**config.mk**
```make
export PLATFORM = sky130hd
export DESIGN_NAME = fft_ctrl64
export DESIGN_NICKNAME = d
export VERILOG_FILES = /design/src/rtl/fft_ctrl64.sv
export SDC_FILE = /design/constraint.sdc
export NUM_CORES = 1
export LEC_CHECK = 0
export ABC_CLOCK_PERIOD_IN_PS = 9400
export CORE_MARGIN = 8
export CORE_UTILIZATION = 58
export CTS_BUF_LIST = sky130_fd_sc_hd__clkbuf_16
export DETAILED_ROUTE_END_ITERATION = 12
export GPL_TIMING_DRIVEN = 0
export PLACE_DENSITY = 0.85
export SLEW_MARGIN = 20
export SYNTH_ARGS = -nofsm -noshare
export SYNTH_HDL_FRONTEND = slang
export SYNTH_SLANG_ARGS = --single-unit
```
**constraint.sdc**
```tcl
create_clock -name clk -period 9.4 [get_ports clk]
set_input_delay 2.82 -clock clk [delete_from_list [all_inputs] [get_ports clk]]
set_output_delay 2.82 -clock clk [all_outputs]
set_load 0.05 [all_outputs]
```
**src/rtl/fft_ctrl64.sv**
```systemverilog
// Sequences all stages and butterflies of an in-place radix-2 DIT FFT, producing read, twiddle and write-back addresses.
// Latency: reads begin 1 cycle after start; each write trails its read by PIPE_LAT cycles. There is no backpressure, and start is ignored while busy.
module fft_ctrl64 #(
  parameter int FFT_PNT_WD = 6,
  parameter int PIPE_LAT   = 2
) (
  input  logic                  clk,
  input  logic                  rst,
  input  logic                  start,
  output logic                  busy,
  output logic                  done,
  output logic [2:0]            stage,
  output logic                  rd_en,
  output logic [FFT_PNT_WD-1:0] rd_addr_1,
  output logic [FFT_PNT_WD-1:0] rd_addr_2,
  output logic [FFT_PNT_WD-2:0] tw_addr,
  output logic                  wr_en,
  output logic [FFT_PNT_WD-1:0] wr_addr_1,
  output logic [FFT_PNT_WD-1:0] wr_addr_2
);

  localparam int JW  = FFT_PNT_WD - 1;
  localparam int WCW = (PIPE_LAT > 1) ? $clog2(PIPE_LAT) : 1;

  typedef enum logic [1:0] {IDLE, RUN, WAIT, DONE} state_t;

  state_t          state_q, state_d;
  logic [JW-1:0]   j_q, j_d;
  logic [2:0]      s_q, s_d;
  logic [WCW-1:0]  wcnt_q, wcnt_d;

  logic [FFT_PNT_WD-1:0] j_ext, h, pos, a1;
  logic [JW-1:0]         tw_c;

  logic [PIPE_LAT-1:0]   pe;
  logic [FFT_PNT_WD-1:0] pa1 [PIPE_LAT];
  logic [FFT_PNT_WD-1:0] pa2 [PIPE_LAT];

  always_comb begin
    state_d = state_q;
    j_d     = j_q;
    s_d     = s_q;
    wcnt_d  = wcnt_q;
    case (state_q)
      IDLE: begin
        if (start) begin
          state_d = RUN;
          j_d     = '0;
          s_d     = '0;
        end
      end
      RUN: begin
        if (j_q == {JW{1'b1}}) begin
          state_d = WAIT;
          wcnt_d  = '0;
        end else begin
          j_d = j_q + 1'b1;
        end
      end
      WAIT: begin
        // Drain the write pipe before the next stage reads what was just written.
        if (wcnt_q == WCW'(PIPE_LAT - 1)) begin
          j_d = '0;
          if (s_q == 3'(FFT_PNT_WD - 1)) begin
            state_d = DONE;
          end else begin
            state_d = RUN;
            s_d     = s_q + 3'd1;
          end
        end else begin
          wcnt_d = wcnt_q + 1'b1;
        end
      end
      DONE: begin
        state_d = IDLE;
        s_d     = '0;
        j_d     = '0;
      end
      default: state_d = IDLE;
    endcase
  end

  // Addresses for the butterfly issued next cycle: a1 = grp*2h + pos, a2 = a1 + h.
  always_comb begin
    j_ext = {1'b0, j_d};
    h     = FFT_PNT_WD'(1) << s_d;
    pos   = j_ext & (h - FFT_PNT_WD'(1));
    a1    = ((j_ext >> s_d) << (s_d + 3'd1)) | pos;
    tw_c  = pos[JW-1:0] << (3'(JW) - s_d);
  end

  always_ff @(posedge clk) begin
    if (rst) begin
      state_q   <= IDLE;
      j_q       <= '0;
      s_q       <= '0;
      wcnt_q    <= '0;
      busy      <= 1'b0;
      done      <= 1'b0;
      stage     <= '0;
      rd_en     <= 1'b0;
      rd_addr_1 <= '0;
      rd_addr_2 <= '0;
      tw_addr   <= '0;
    end else begin
      state_q   <= state_d;
      j_q       <= j_d;
      s_q       <= s_d;
      wcnt_q    <= wcnt_d;
      busy      <= (state_d != IDLE);
      done      <= (state_d == DONE);
      stage     <= s_d;
      rd_en     <= (state_d == RUN);
      rd_addr_1 <= (state_d == RUN) ? a1 : '0;
      rd_addr_2 <= (state_d == RUN) ? (a1 | h) : '0;
      tw_addr   <= (state_d == RUN) ? tw_c : '0;
    end
  end

  // Write-back pipe; clearing it on reset drops any in-flight writes.
  always_ff @(posedge clk) begin
    if (rst) begin
      pe <= '0;
      for (int i = 0; i < PIPE_LAT; i++) begin
        pa1[i] <= '0;
        pa2[i] <= '0;
      end
    end else begin
      pe[0]  <= rd_en;
      pa1[0] <= rd_addr_1;
      pa2[0] <= rd_addr_2;
      for (int i = 1; i < PIPE_LAT; i++) begin
        pe[i]  <= pe[i-1];
        pa1[i] <= pa1[i-1];
        pa2[i] <= pa2[i-1];
      end
    end
  end

  assign wr_en     = pe[PIPE_LAT-1];
  assign wr_addr_1 = pa1[PIPE_LAT-1];
  assign wr_addr_2 = pa2[PIPE_LAT-1];

endmodule

```
==> results of run 1 <==
-- sequential cells by signal, indices dropped and copies added (netlist names) --
register / cells
j_q: 5
busy: 1
s_q: 3
wcnt_q: 1
tw_addr: 5
done: 1
pe: 2
state_q: 2
pa2: 12
rd_en: 1
rd_addr_2: 6
pa1: 12
rd_addr_1: 6
-- worst max path at each step --
stage                      from                     to  slack [ns]  cells past startpoint
after floorplan           start  tw_addr[4]$_SDFF_PP0_        3.91                     14
after global placement    start  tw_addr[4]$_SDFF_PP0_        3.01                     13
after detailed placement  start  tw_addr[4]$_SDFF_PP0_        2.97                     13
after CTS                 start  tw_addr[4]$_SDFF_PP0_        3.26                     13
after global routing      start  tw_addr[4]$_SDFF_PP0_        3.05                     13
final                     start  tw_addr[4]$_SDFF_PP0_        3.19                     13
-- metrics by stage --
stage	total power [mW]	util [%]
after detailed placement	0.287	68.4
after global routing	0.629	75.1
after floorplan	0.276	-
after global placement	0.286	68.4
final	0.613	75.1
after CTS	0.616	75.1
-- cells by family (layout without fill, tap and decap cells) --
family          after synthesis  after routing  share of synthesized area, %
fa+ha+maj                     9              9                          4.15
xor+xnor                      4              4                          1.29
mux                           7              7                          2.63
flops                        57             57                          42.0
compound gates               67             67                          18.6
buf+inv                      37             91                          8.57
simple gates                115            115                          22.8
-- per-layer routing --
| metal | wire, um | up-vias |
|---|---|---|
| met1 | 2910 | 1130 |
| met3 | 498 | 13 |
| met5 | 0 | - |
| met4 | 151 | 0 |
| met2 | 3360 | 114 |
| li1 | - | 1137 |
-- cell usage in the layout (no fill, tap or decap), types with 6 or more instances in the layout --
master / synthesis / layout
a21oi_1: 13 / 13
clkbuf_16: 0 / 9
o21ai_0: 8 / 8
buf_4: 15 / 15
clkdlybuf4s50_1: 0 / 38
ha_1: 9 / 9
nor3_1: 11 / 11
mux2i_1: 6 / 6
dfxtp_1: 57 / 57
nor2b_1: 31 / 31
nor2_1: 28 / 28
nand2_1: 15 / 15
-- where the power goes --
| group | switching (mW) | internal, mW | leakage [nW] |
|---|---|---|---|
| Clock | 0.102 | 0.228 | 0.150 |
| Combinational | 0.0230 | 0.0117 | 0.728 |
| Sequential | 0.00222 | 0.246 | 0.462 |
| Total | 0.127 | 0.486 | 1.34 |
-- cell type report --
type | count | area (um2) | area share (%)
Tap cell | 54 | 67.6 | 1.94
Sequential cell | 57 | 1140 | 32.8
Inverter | 10 | 37.5 | 1.08
Buffer | 27 | 195 | 5.62
Multi-Input combinational cell | 202 | 1340 | 38.6
Clock inverter | 7 | 85.1 | 2.45
Timing Repair Buffer | 38 | 380 | 10.9
Clock buffer | 9 | 225 | 6.48
==> results by group, run 1 <==
Timing
  – Worst slew pin tran: 0.525 ns
  – Max Fclk: between 0.15 and 0.2 GHz
  – Slew Limit Fails: 0
  – RSZ-0062 raised after global routing: no
  – Final hold violation count: 0
  – Setup tns final: 0 ns
  – Final hold slack: 0.435 ns
  – Final worst slack: approximately 3.2 ns
  – Final period utilization: 66.1%
  – Max Clock Skew: 0.00428 ns
  – Slew Limit Headroom: 64.7%
  – Final Critical Period: 6.21 ns
  – Finish-stage setup viols: 0

Die
  – Core area: between 4000 and 5000 um2
  – Die height: approximately 84 um
  – Io pins: 39
  – Die Width: between 80 and 90 um
  – Die area: between 7000 and 8000 um2
  – Row count: 25
  – Initial core utilization: 58.7%

Detailed routing
  – Routed Antenna Nets: 0
  – Drt pass-1 iters: 5
  – Post-Route WL: between 6 and 7 mm
  – Vias per inst: 5.93
  – DRC viols: 0
  – Vias post-DR: 2394
  – Wire length per cell: 17.1 um
  – Iter 0 DRT Violations: roughly 180

Clocking
  – Clock Sinks: 57
  – PostCTS Resize Cnt: 0
  – Clk buf depth: 2
  – H-tree depth: 3
  – # Post-CTS Setup Buffers: 0
  – Root Buffer: clkbuf_16
  – CTS tree: yes
  – Hold_buf cts: 0
  – Worst skew pair latency: 0.32 ns
  – CTS Buf Count: 9
  – Clk slew on worst S/H paths: roughly 0.050 ns

Critical path
  – Slowest CP cell: clkdlybuf4s50_1
  – Crit. End Element: flip-flop
  – Critical path data arrival time: 6.44 ns
  – R2R depth: 15
  – Crit path max fanout: 11
  – Setup crit start kind: input port
  – Crit Reg-Reg Startpoint: s_q[1]$_SDFF_PP0_
  – CP Buf/Inv Count: 2
  – Sequence of cells on the critical path: clkdlybuf4s50_1 > nor2b_2 > o22ai_2 > a22oi_2 > buf_4 > ha_1 > nand2_1 > ha_1 > or3_1 > a21oi_2 > nand2_1 > a211o_1 > a221oi_2
  – R2R Path End: tw_addr[4]$_SDFF_PP0_
  – R2R Setup Slk: between 5 and 6 ns
  – Crit-path leading delay family: compound AO/OA/AOI/OAI gates
  – Worst setup path category: in -> reg
  – Critical Path RT: 9.63 ns
  – Crit-path max cell delay: 0.59 ns

Layout
  – Filler cells: approximately 300
  – Area grow syn2layout: 27.9%
  – Fin area: 3470 um2
  – Ratio of cells with drive above 1 in the final layout: 14.9%
  – ANT cells: 0
  – Layout Cells excl Fill: 404
  – Layout Nets: 357

Power and ir drop
  – Peak supply drop: 0.000100 V
  – Total power per unit cell area: roughly 180 nW/um2
  – Leak pwr: 1.34 nW

Synth
  – Post-synth top area cell: dfxtp_1
  – Async S/R FF share, synth: 0%
  – Area share of the largest cell type after synthesis: 42.0%
  – Mapped Area: 2720 um2
  – Count leader, synth: dfxtp_1
  – Post-synth EDFFs: 0
  – Main synth FF type: dfxtp_1
  – Post-synthesis cell type count: 65
  – Syn avg cell area: 9.18 um2
  – Synth cell count leaders: dfxtp_1, nor2b_1, nor2_1
  – Seq/Total Area, Yosys: 42.0%
  – Synth top area cells: dfxtp_1, nor2b_1, buf_4
  – Syn Inst Count: 296
  – Post-Syn Nets: 308
  – Synthesis Warnings: 0
  – #FFs+latches synth: 57

Placement
  – GPL Wtd Cong: between 0.9 and 1
  – DP HPWL: 4.64 mm
  – Dpl cells: 388
  – Setup Slack @ Placement: 2.97 ns
  – Placed cell area: 3160 um2
  – I/O Buffers: 38

Worst hold path
  – Hold_sp: pa1[0][2]$_SDFF_PP0_
  – Hold/Removal Path Class: reg -> reg
  – Hold Path End: pa1[0][8]$_SDFF_PP0_
  – WHS Path Cells: 1

Global routing
  – Total global routing track utilization: 19.4%
  – GRT met2 Usage: 33.0%
  – Overflow after GRT: 0
  – Initial antenna violation count: 0
  – GR Util met1: between 20% and 30%
  – M3 GR Usage: 5.85%
  – Layer with the highest usage: met2
  – Global-route wire length before repair: roughly 11 mm
  – Largest net degree at the start of global routing: 12
  – Vias in the first global route: 2295

Outcome
  – Status: finished clean

Flow run
  – Max Cap Viol: 0
(Power assumes the default switching activity.)
==> run 2, diff against run 1 <==
Settings changed: ABC_CLOCK_PERIOD_IN_PS 9400 to 6200, CORE_UTILIZATION 58 to 54, PLACE_DENSITY 0.85 to 0.8.
Clock period 9.4 ns to 6.2 ns, I/O delays scaled along.
==> results by group, run 2 (synthesized netlist as in run 1, its figures left out) <==
Outcome
  – Status: finished clean (unchanged)

Layout
  – Layout Nets: 357 (unchanged)
  – Most frequent cells in the layout: dfxtp_1, clkdlybuf4s50_1, nor2b_1 (unchanged)
  – Fin area: 3520 um2 (was 3470 um2)
  – Post-layout util: 70.7% (was 75.1%)
  – Ratio of cells with drive above 1 in the final layout: 14.9% (unchanged)
  – Biggest regs: pa1 x12, pa2 x12 (unchanged)
  – Filler cells: 390 (was 309)
  – ANT cells: 0 (unchanged)
  – Area grow syn2layout: 29.6% (was 27.9%)
  – Layout Cells excl Fill: 420 (was 404)
  – Commonest non-fill, non-tap cell in the layout: dfxtp_1 (unchanged)

Die
  – Core area: 4980 um2 (was 4630 um2)
  – Row count: 26 (was 25)
  – Die height: 86.9 um (was 84.4 um)
  – Die area: 7560 um2 (was 7130 um2)
  – Initial core utilization: 54.6% (was 58.7%)
  – Die Width: 86.9 um (was 84.4 um)
  – Io pins: 39 (unchanged)

Clocking
  – PostCTS Resize Cnt: 0 (unchanged)
  – # Post-CTS Setup Buffers: 0 (unchanged)
  – Root Buffer: clkbuf_16 (unchanged)
  – Hold_buf cts: 0 (unchanged)
  – Worst skew pair latency: 0.32 ns (about the same)
  – CTS Buf Count: 9 (unchanged)
  – CTS tree: yes (unchanged)
  – H-tree depth: 3 (unchanged)
  – Clock Sinks: 57 (unchanged)
  – Clk buf depth: 2 (unchanged)
  – Clk slew on worst S/H paths: 0.05 ns (about the same)

Critical path
  – Critical path data arrival time: 5.38 ns (was 6.44 ns)
  – Critical Path RT: 6.43 ns (was 9.63 ns)
  – Crit. End Element: flip-flop (unchanged)
  – R2R Setup Slk: 2.50 ns (was 5.64 ns)
  – Worst setup path category: in -> reg (unchanged)
  – Crit path max fanout: 11 (unchanged)
  – Setup crit start kind: input port (unchanged)

Global routing
  – Initial antenna violation count: 0 (unchanged)
  – Global-route wire length before repair: 10.7 mm (was 11.1 mm)
  – Largest net degree at the start of global routing: 12 (unchanged)
  – Vias in the first global route: 2173 (was 2295)
  – Overflow after GRT: 0 (unchanged)
  – Total global routing track utilization: 18.3% (was 19.4%)

Detailed routing
  – Routed Antenna Nets: 0 (unchanged)
  – Post-Route WL: 6.56 mm (was 6.92 mm)
  – Drt pass-1 iters: 4 (was 5)
  – DRC viols: 0 (unchanged)
  – Iter 0 DRT Violations: 137 (was 178)
  – Vias per inst: 5.49 (was 5.93)
  – Wire length per cell: 15.6 um (was 17.1 um)
  – Vias post-DR: 2304 (was 2394)

Placement
  – DP HPWL: 4.73 mm (was 4.64 mm)
  – I/O Buffers: 38 (unchanged)
  – Placed cell area: 3180 um2 (was 3160 um2)
  – Dpl cells: 404 (was 388)
  – GPL Wtd Cong: 0.914 (was 0.936)

Timing
  – Max Fclk: 0.194 GHz
  – Final hold slack: 0.434 ns (was 0.435 ns)
  – Slew Limit Fails: 0 (unchanged)
  – Final Critical Period: approximately 5.1 ns
  – Slew Limit Headroom: 65.3% (was 64.7%)
  – Worst slew pin tran: 0.520 ns (was 0.525 ns)
  – Max Clock Skew: 0.00581 ns (was 0.00428 ns)
  – Setup tns final: 0 ns (unchanged)
  – Finish-stage setup viols: 0 (unchanged)
  – Final period utilization: a little over 80%
  – Final hold violation count: 0 (unchanged)
  – RSZ-0062 raised after global routing: no (unchanged)

Flow run
  – Max Cap Viol: 0 (unchanged)

Power and ir drop
  – Total power per unit cell area: 277 nW/um2 (was 176 nW/um2)
  – Peak supply drop: 0.000157 V (was 0.000100 V)
  – Leak pwr: 1.35 nW (was 1.34 nW)

Worst hold path
  – Hold/Removal Path Class: reg -> reg (unchanged)
run 2: changes by cell type in the layout (fill, tap and decap cells not counted):
cell	previous run	this run
bufinv_16	2	3
clkinv_1	2	1
clkinv_2	2	1
inv_1	5	6
run 2: worst max-delay path, stage by stage:
cell and delay (ns):
clkdlybuf4s50_1 0.51, nor2b_2 0.24, or3b_1 0.38, and2_1 0.18, buf_6 0.14, inv_2 0.07, buf_6 0.14, ha_1 0.21
nand2_1 0.09, ha_1 0.24, or3_1 0.40, a21oi_2 0.28, nand2_1 0.09, a211o_1 0.30, a221oi_2 0.23
run 2: metrics by stage:
| step | setup slack (ns) | power, mW |
|---|---|---|
| detailed placement | 0.780 | 0.434 |
| global route | 0.895 | 1.00 |
| floorplan | 1.67 | 0.418 |
| global placement | 0.793 | 0.434 |
| finish | 1.06 | 0.973 |
| CTS | 1.10 | 0.980 |
run 2: worst paths after layout:
path                             start                    end  cells after the start
setup / recovery                 start  tw_addr[4]$_SDFF_PP0_                     15
hold / removal    pa1[0][3]$_SDFF_PP0_   pa1[0][9]$_SDFF_PP0_                      1
setup reg to reg     s_q[1]$_SDFF_PP0_  tw_addr[4]$_SDFF_PP0_                     15
hold reg to reg   pa1[0][3]$_SDFF_PP0_   pa1[0][9]$_SDFF_PP0_                      1
run 2: where the power goes:
group,total [mW],internal (mW),switching (mW)
registers,0.376,0.373,0.00313
logic,0.0517,0.0178,0.0339
clock network,0.546,0.388,0.158
total,0.973,0.778,0.195
run 2: per-layer routing:
layer | track usage [%] | vias to the layer above | share of wire (%)
met5 | 0 | - | 0
li1 | - | 1136 | -
met3 | 4.53 | 14 | 6.6
met2 | 30.8 | 74 | 48
met1 | 21.9 | 1080 | 43
met4 | 6.89 | 0 | 2.0
run 2: cell type report:
cell class	count	area [um2]	area share, %
buffer	27	195	5.55
tap	70	87.6	2.49
timing repair buffer	38	380	10.8
inverter	10	37.5	1.07
multi-input combinational	202	1340	38.1
clock inverter	7	110	3.13
sequential	57	1140	32.4
clock buffer	9	225	6.40
==> run 3, diff against run 2 <==
Settings changed: ABC_CLOCK_PERIOD_IN_PS 6200 to 4700, CORE_UTILIZATION 54 to 49, PLACE_DENSITY 0.8 to 0.77.
Clock period 6.2 ns to 4.7 ns, I/O delays scaled along.
==> results by group, run 3 (synthesized netlist as in run 1, its figures left out) <==
Clocking
  – Hold_buf cts: 0 (unchanged)
  – CTS Buf Count: 9 (unchanged)
  – # Post-CTS Setup Buffers: 0 (unchanged)
  – H-tree depth: 3 (unchanged)
  – CTS tree: yes (unchanged)
  – Clock Sinks: 57 (unchanged)
  – PostCTS Resize Cnt: 0 (unchanged)
  – Worst skew pair latency: 0.32 ns (about the same)
  – Clk buf depth: 2 (unchanged)
  – Root Buffer: clkbuf_16 (unchanged)
  – Clk slew on worst S/H paths: 0.05 ns (about the same)

Timing
  – Slew Limit Headroom: 64.6% (was 65.3%)
  – Max Fclk: 0.234 GHz
  – Final period utilization: 91.0%
  – Slew Limit Fails: 0 (unchanged)
  – Max Clock Skew: 0.00407 ns (was 0.00581 ns)
  – Worst slew pin tran: 0.530 ns (was 0.520 ns)
  – Finish-stage setup viols: 0 (unchanged)
  – Final worst slack: 0.421 ns (was 1.06 ns)
  – RSZ-0062 raised after global routing: no (unchanged)
  – Final hold violation count: 0 (unchanged)
  – Final Critical Period: 4.28 ns

Detailed routing
  – Iter 0 DRT Violations: 136 (was 137)
  – Drt pass-1 iters: 4 (unchanged)
  – Vias per inst: 5.33 (was 5.49)
  – Vias post-DR: 2250 (was 2304)
  – Routed Antenna Nets: 0 (unchanged)
  – Post-Route WL: 6.51 mm (was 6.56 mm)
  – DRC viols: 0 (unchanged)
  – Wire length per cell: 15.4 um (was 15.6 um)

Layout
  – Layout Nets: 357 (unchanged)
  – ANT cells: 0 (unchanged)
  – Commonest non-fill, non-tap cell in the layout: dfxtp_1 (unchanged)
  – Biggest regs: pa1 x12, pa2 x12 (unchanged)
  – Filler cells: 447 (was 390)
  – Layout Cells excl Fill: 422 (was 420)
  – Area grow syn2layout: 29.4% (was 29.6%)
  – Ratio of cells with drive above 1 in the final layout: 14.9% (unchanged)
  – Fin area: 3510 um2 (was 3520 um2)
  – Most frequent cells in the layout: dfxtp_1, clkdlybuf4s50_1, nor2b_1 (unchanged)

Global routing
  – Vias in the first global route: 2263 (was 2173)
  – Total global routing track utilization: 16.7% (was 18.3%)
  – Largest net degree at the start of global routing: 12 (unchanged)
  – Overflow after GRT: 0 (unchanged)
  – Global-route wire length before repair: 11.1 mm (was 10.7 mm)
  – Initial antenna violation count: 0 (unchanged)

Flow run
  – Max Cap Viol: 0 (unchanged)

Die
  – Core area: 5440 um2 (was 4980 um2)
  – Io pins: 39 (unchanged)
  – Die height: 90.5 um (was 86.9 um)
  – Initial core utilization: 49.9% (was 54.6%)
  – Row count: 27 (was 26)
  – Die area: 8180 um2 (was 7560 um2)
  – Die Width: 90.5 um (was 86.9 um)

Critical path
  – Critical path data arrival time: 4.51 ns (was 5.38 ns)
  – Worst setup path category: in -> reg (unchanged)
  – Slowest CP cell: or3_1 (was clkdlybuf4s50_1)
  – Critical Path RT: 4.93 ns (was 6.43 ns)
  – Crit path max fanout: 11 (unchanged)
  – Setup crit start kind: input port (unchanged)
  – Crit. End Element: flip-flop (unchanged)
  – CP Buf/Inv Count: 4 (unchanged)
  – Crit-path max cell delay: 0.43 ns (was 0.51 ns)
  – Crit-path leading delay family: simple AND/OR/NAND/NOR gates (unchanged)
  – Sequence of cells on the critical path: dlymetal6s2s_1 > nor2b_4 > or3b_1 > and2_1 > buf_6 > inv_2 > buf_6 > ha_1 > nand2_1 > ha_1 > or3_1 > a21oi_4 > nand2_1 > a211o_1 > a221oi_2 (was clkdlybuf4s50_1 > nor2b_2 > or3b_1 > and2_1 > buf_6 > inv_2 > buf_6 > ha_1 > nand2_1 > ha_1 > or3_1 > a21oi_2 > nand2_1 > a211o_1 > a221oi_2)

Placement
  – GPL Wtd Cong: 0.936 (was 0.914)
  – Setup Slack @ Placement: -0.295 ns (was 0.780 ns)
  – I/O Buffers: 38 (unchanged)
  – DP HPWL: 4.65 mm (was 4.73 mm)
  – Dpl cells: 406 (was 404)
  – Placed cell area: 3190 um2 (was 3180 um2)

Power and ir drop
  – Peak supply drop: 0.000242 V (was 0.000157 V)
  – Leak pwr: 1.36 nW (was 1.35 nW)
  – Total power per unit cell area: 349 nW/um2 (was 277 nW/um2)

Outcome
  – Status: finished clean (unchanged)

Worst hold path
  – Hold/Removal Path Class: reg -> reg (unchanged)
## run 3: cell types whose count changed in the layout (fill, tap and decap cells not counted), sizes merged
cell,previous run,this run
dlymetal6s2s,0,1
clkinvlp,1,2
clkdlybuf4s50,38,37
inv,11,12
bufinv,3,2
clkinv,2,1
## run 3: stage by stage
step	TNS [ns]	utilization (%)	total power, mW	hold WS (ns)
6_report	0	64.6	1.23	0.442
5_1_grt	0	64.6	1.26	0.453
4_1_cts	0	64.3	1.23	0.446
3_5_place_dp	-0.356	58.6	0.573	0.426
3_3_place_gp	-0.352	58.6	0.572	0.418
2_1_floorplan	0	-	0.552	0.414
## run 3: layer usage
metal | up-vias | share of wire (%) | global-route usage (%)
li1 | 1129 | - | -
met1 | 1057 | 43 | 18.9
met2 | 60 | 50 | 28.2
met3 | 4 | 5.7 | 5.65
met4 | 0 | 0.97 | 6.24
met5 | - | 0 | 0
## run 3: where the power goes
group / switching [mW] / leakage [nW] / internal (mW)
sequential: 0.00441 / 0.462 / 0.492
combinational: 0.0447 / 0.742 / 0.0238
clock: 0.205 / 0.154 / 0.457
total: 0.254 / 1.36 / 0.973
## run 3: cell type report
type | count | area (um2) | share of cell area [%]
multi-input combinational | 202 | 1360 | 38.6
sequential | 57 | 1140 | 32.5
timing repair buffer | 38 | 383 | 10.9
clock buffer | 9 | 225 | 6.41
buffer | 27 | 195 | 5.55
tap | 72 | 90.1 | 2.56
clock inverter | 7 | 87.6 | 2.49
inverter | 10 | 37.5 | 1.07
## run 3: worst reg2reg max path, stage by stage, from the launching register on
cell and delay [ns]:
dfxtp_1 0.40, inv_1 0.06, ha_1 0.22, a21boi_4 0.20, mux2i_1 0.27, and2_1 0.17, buf_6 0.14, buf_6 0.15
ha_1 0.29, nand2_1 0.13, ha_1 0.24, or3_1 0.43, a21oi_4 0.23, nand2_1 0.08, a211o_1 0.30, a221oi_2 0.23
## run 3: final timing paths
check                                to  slack [ns]                  from  cells past startpoint
setup / recovery  tw_addr[4]$_SDFF_PP0_        0.42                 start                     15
hold / removal     pa1[0][9]$_SDFF_PP0_        0.44  pa1[0][3]$_SDFF_PP0_                      1
setup reg to reg  tw_addr[4]$_SDFF_PP0_        1.09     s_q[1]$_SDFF_PP0_                     15
hold reg to reg    pa1[0][9]$_SDFF_PP0_        0.44  pa1[0][3]$_SDFF_PP0_                      1
